--- src/rtl/baud_pkg.sv ---
// Shared constants and types for the fractional baud generator.
// Reset divisor defaults, minimum legal divisor, divisor pair type.
package baud_pkg;

    localparam int DEF_DIV_INT  = 27;
    localparam int DEF_DIV_FRAC = 0;
    localparam int MIN_DIV      = 2;

    typedef struct packed {
        logic [31:0] div_int;
        logic [15:0] div_frac;
    } div_pair_t;

    function automatic logic div_ok(input logic [31:0] v);
        return v >= 32'(MIN_DIV);
    endfunction

endpackage

--- src/rtl/mod_m_counter_en.sv ---
// Enabled modulo-M counter with synchronous clear.
// Ports: clk, reset (async high), clr, en -> q (index), max_tick (q==M-1).
module mod_m_counter_en #(
    parameter int M = 16,
    parameter int W = 4
) (
    input  logic         clk,
    input  logic         reset,
    input  logic         clr,
    input  logic         en,
    output logic [W-1:0] q,
    output logic         max_tick
);

    logic [W-1:0] r;

    assign max_tick = (r == W'(M - 1));
    assign q        = r;

    always_ff @(posedge clk or posedge reset) begin
        if (reset)
            r <= '0;
        else if (clr)
            r <= '0;
        else if (en)
            r <= max_tick ? '0 : r + W'(1);
    end

endmodule

--- src/rtl/baud_gen_frac.sv ---
// Fractional baud generator: sample_tick every div_int+div_frac/2^FRAC_W
// clocks on average, bit_tick every OSR sample ticks.
// Ports: clk, reset (async high), en, restart, load, div_int, div_frac
//   -> sample_tick, bit_tick, q (period count), bit_phase, cfg_err (sticky).
module baud_gen_frac #(
    parameter int DIV_W        = 16,
    parameter int FRAC_W       = 4,
    parameter int OSR          = 16,
    parameter int OSR_W        = 4,
    parameter int DEF_DIV_INT  = baud_pkg::DEF_DIV_INT,
    parameter int DEF_DIV_FRAC = baud_pkg::DEF_DIV_FRAC
) (
    input  logic              clk,
    input  logic              reset,
    input  logic              en,
    input  logic              restart,
    input  logic              load,
    input  logic [DIV_W-1:0]  div_int,
    input  logic [FRAC_W-1:0] div_frac,
    output logic              sample_tick,
    output logic              bit_tick,
    output logic [DIV_W-1:0]  q,
    output logic [OSR_W-1:0]  bit_phase,
    output logic              cfg_err
);

    import baud_pkg::*;

    logic [DIV_W-1:0]  cnt;
    logic [FRAC_W-1:0] acc;
    logic              extra;
    logic [DIV_W-1:0]  act_int;
    logic [FRAC_W-1:0] act_frac;
    logic [DIV_W-1:0]  sh_int;
    logic [FRAC_W-1:0] sh_frac;
    logic              pend;
    logic              err_q;

    logic [DIV_W-1:0]  last;
    logic              load_ok;
    logic              apply;
    logic              os_last;

    assign last    = act_int - DIV_W'(1) + DIV_W'(extra);
    assign load_ok = load & div_ok(32'(div_int));

    // >= rather than == so a divisor that shrank while frozen
    // cannot leave cnt stranded past the end of the period.
    assign sample_tick = en & ~restart & (cnt >= last);

    // Divisor switches only at period boundaries (or while frozen).
    assign apply = restart | sample_tick | ~en;

    assign q        = cnt;
    assign bit_tick = sample_tick & os_last;
    assign cfg_err  = err_q;

    always_ff @(posedge clk or posedge reset) begin
        if (reset) begin
            cnt      <= '0;
            acc      <= '0;
            extra    <= 1'b0;
            act_int  <= DIV_W'(DEF_DIV_INT);
            act_frac <= FRAC_W'(DEF_DIV_FRAC);
            sh_int   <= DIV_W'(DEF_DIV_INT);
            sh_frac  <= FRAC_W'(DEF_DIV_FRAC);
            pend     <= 1'b0;
            err_q    <= 1'b0;
        end else begin
            if (restart) begin
                cnt   <= '0;
                acc   <= '0;
                extra <= 1'b0;
            end else if (sample_tick) begin
                cnt          <= '0;
                // carry out stretches the next period by one clock
                {extra, acc} <= {1'b0, acc} + {1'b0, act_frac};
            end else if (en) begin
                cnt <= cnt + DIV_W'(1);
            end

            if (load & ~load_ok)
                err_q <= 1'b1;

            if (load_ok) begin
                sh_int  <= div_int;
                sh_frac <= div_frac;
            end

            if (apply) begin
                if (load_ok) begin
                    act_int  <= div_int;
                    act_frac <= div_frac;
                end else if (pend) begin
                    act_int  <= sh_int;
                    act_frac <= sh_frac;
                end
                pend <= 1'b0;
            end else if (load_ok) begin
                pend <= 1'b1;
            end
        end
    end

    mod_m_counter_en #(
        .M (OSR),
        .W (OSR_W)
    ) u_os_cnt (
        .clk      (clk),
        .reset    (reset),
        .clr      (restart),
        .en       (sample_tick),
        .q        (bit_phase),
        .max_tick (os_last)
    );

endmodule

--- config.mk ---
export PLATFORM = sky130hd
export DESIGN_NAME = baud_gen_frac
export DESIGN_NICKNAME = d
export VERILOG_FILES = /design/src/rtl/baud_pkg.sv /design/src/rtl/mod_m_counter_en.sv /design/src/rtl/baud_gen_frac.sv
export SDC_FILE = /design/constraint.sdc
export NUM_CORES = 1
export LEC_CHECK = 0
export CORE_MARGIN = 8
export CORE_UTILIZATION = 38
export DETAILED_ROUTE_END_ITERATION = 6
export PLACE_DENSITY_LB_ADDON = 0.3
export SYNTH_ARGS = -nofsm -noshare
export SYNTH_HDL_FRONTEND = slang
export SYNTH_SLANG_ARGS = --single-unit
export TNS_END_PERCENT = 100
--- constraint.sdc ---
create_clock -name clk -period 6.4 [get_ports clk]
set_input_delay 1.92 -clock clk [delete_from_list [all_inputs] [get_ports clk]]
set_output_delay 1.92 -clock clk [all_outputs]
set_load 0.05 [all_outputs]
==> flow_metrics.tcl <==
set metrics [dict create \
    outcome "finished clean" \
    detail_route.wl_per_cell_um 14.9 \
    yosys.area_share.simple_pct 18.5 \
    cap_violations 0 \
    critical_path.max_fanout 4 \
    crit_path_top_delay_cell "or4_4" \
    post-cts-setup-buffers 0 \
    synthMuxAreaShare_pct 2.51 \
    rsz0062_at_grt "no" \
    drive_gt1_share_pct 10.7 \
    grt_pass1_vias 2947 \
    chipWidth_um 116 \
    syn_area_um2 3780 \
    post-route-min-period_ns 5.89 \
    async_flop_share_pct 100 \
    setup_viol 0 \
    place_hpwl_mm 6.17 \
    cts_buffers 9 \
    slew_violations 0 \
    cts_tree "built" \
    synth_top_family_by_area "simple AND/OR/NAND/NOR gates" \
    n_antenna_cell 0 \
    rows 36 \
    syn_nets 429 \
    crit_path_start_kind "flop" \
    finClkSkew_ns 0.00693 \
    core-area_um2 9730 \
    synth_seq_cells 67 \
    cts_sinks 67 \
    drt_iter0_markers 166 \
    synth_top_cells_by_area "dfrtp_1 39%, ha_1 7.9%, nand2_1 6.2%" \
    place_area_um2 4350 \
    cp_num_buf_inv 1 \
    cp.arrival_ns 3.97 \
    ctsHoldBuffers 0 \
    fin_crit_sh_pct 92.0 \
    criticalPathCategory "flop to output port" \
    port_buffers 47 \
    synth_xor_area_share_pct 3.93 \
    hp-start "sh_int[4]$_DFFE_PP1P_" \
    cts.clk_slew.worst_paths_ns 0.08 \
    die_y_um 116 \
    drtAntennaViolNets 0 \
    syn_avg_cell_area_um2 9.99 \
    final_nets 475 \
    grt.overflow.total 0 \
    postRouteWirelength_mm 8.38 \
    ctsResizeCount 0 \
    ys_seq_area_share_pct 44.6 \
    fin_tns_setup_ns 0 \
    max_slew_margin_pct 40.2 \
    synth_edf_count 0 \
    setup.worst_path.start "act_int[5]$_DFFE_PP0P_" \
    ys_warn_count 0 \
    synth_fa_ha_area_share_pct 8.46 \
    start_util_pct 38.9 \
    final_area_um2 4580 \
    peakVddDrop_mv 0.0941 \
    cts_buffer_depth 2 \
    grt_pass1_wl_mm 14.3 \
    ios 48 \
    slowest_delay_ns 0.60 \
    root_buffer "clkbuf_8" \
    worst_setup_path_end_kind "output port" \
    grt_usage_pct 13.5 \
    cp.required_ns 4.48 \
    antenna_found_initial 0 \
    synth-compound-area-share_pct 18.1 \
    r2r_start "act_int[5]$_DFFE_PP0P_" \
    critical_path.top_delay_family "simple AND/OR/NAND/NOR gates" \
    synth_area_leader_cell "dfrtp_1" \
    path_cells "nor4_1, nand2_1, or4_1, nor4_2, xnor2_1, ha_1, nand4_2, or4_4, a31oi_4, and2_1, and4_1, buf_4" \
    synth_top_cell_area_share_pct 39.0 \
    drcViolationCount 0 \
    synth.distinct_cells 53 \
    synth_top_flop_cell "dfrtp_1" \
    htreeDepth 3 \
    postSynthCellCount 379 \
    vias 2957 \
    worst_pin_slew_ns 0.896 \
    die_area_um2 13400 \
    gp_congestion 0.797 \
    hp-class "flop to flop" \
    dr.pass1.iters 4 \
    multi_input_area_um2 1950 \
    grt_max_degree 44 \
    max_freq_mhz 170 \
    vias_per_cell 5.25 \
    hold_viol_final 0 \
    p_per_area_nw_per_um2 227 \
    clk_latency_ns 0.35 \
    area.growth.synth_to_final_pct 21.0 \
    p_leak_nw 1.97 \
    regArea_um2 1690 \
    fillers 945 \
]
[final timing paths]
path,endpoint,slack [ns],cells after the start
worst max-delay path,bit_tick,0.51,12
worst min-delay path,sh_int[4]$_DFFE_PP1P_,0.46,2
worst max register to register,q[14]$_DFFE_PP0P_,2.18,12
worst min register to register,sh_int[4]$_DFFE_PP1P_,0.46,2
max in group asynchronous,act_int[0]$_DFFE_PP1P_,3.40,3
min in group asynchronous,q[2]$_DFFE_PP0P_,2.08,2
[flip-flops by register name, indices dropped and copies added (netlist names)]
name,flops
u_os_cnt.q,4
acc,4
cfg_err,1
q,16
extra,1
pend,1
sh_int,16
act_frac,4
act_int,16
sh_frac,4
[cells in the mapped netlist (7+ instances only)]
library cell,number
a31oi_1,8
nand2_1,63
nor3_1,7
dfrtp_1,59
a21boi_0,10
dfstp_2,8
a22oi_1,10
ha_1,24
inv_1,14
o2bb2ai_1,16
clkbuf_1,8
nor2_1,21
xnor2_1,12
a21oi_1,14
[cells by family after synthesis]
family	after synthesis
and+or+nand+nor	139
muxes	9
xor gates and xnor gates	17
AOI/OAI and AO/OA	92
buffers and inverters	30
adders and majority gates	25
DFF	67
[layout make-up]
class	instances	share of cell area, %
clock inverters	5	1.86
clock buffers	11	3.09
inverters	14	1.15
well taps	133	3.63
flip-flops and latches	67	36.8
repair buffers	51	10.8
multi-input cells	282	42.6
[where the power goes]
part | switching [mW] | internal (mW)
Sequential | 0.0264 | 0.457
Clock | 0.176 | 0.232
Combinational | 0.0792 | 0.0688
[per-layer routing]
layer	GRT usage (%)	wire length (um)	share of wire (%)
met4	5.70	92	1.1
met5	0	0	0
met1	17.4	4010	48
met3	3.96	441	5.3
met2	20.5	3830	46
[placed cells by master, fill, tap and decap left out, types with 4 or more instances in the layout]
cell and count:
a31oi_1 8, mux2i_1 5, nand2b_1 5, o2bb2ai_1 16, clkbuf_8 10, and3_1 4, dfrtp_1 59, dfstp_2 8
nand2_1 63, mux2_2 4, a21boi_0 10, xor2_1 5, o21ai_0 5, clkdlybuf4s50_1 45, inv_1 13, nor4_1 6
nand3_1 6, a22oi_1 10, a21oi_1 14, or3_1 5, o22ai_1 4, nor3_1 7, nor2_1 21, a22o_1 5
buf_4 6, ha_1 24, xnor2_1 12
[metrics by stage]
| step | cells | worst slack, ns | utilization (%) | hold WS, ns | total power [mW] |
|---|---|---|---|---|---|
| 2_1_floorplan | 379 | 0.559 | - | 0.437 | 0.592 |
| 3_3_place_gp | 547 | 1.00 | 44.7 | 0.445 | 0.635 |
| 3_5_place_dp | 547 | 0.883 | 44.7 | 0.447 | 0.641 |
| 4_1_cts | 563 | 0.488 | 47.1 | 0.460 | 1.05 |
| 5_1_grt | 563 | 0.342 | 47.1 | 0.470 | 1.09 |
| 6_report | 563 | 0.510 | 47.1 | 0.457 | 1.04 |
[tightest hold or removal path, delay by kind of cell, from the launching register on]
family,cells,cell delay [ns]
AND/OR/NAND/NOR,2,0.09
flip-flops,1,0.37
Power figures use the tool's default switching activity.
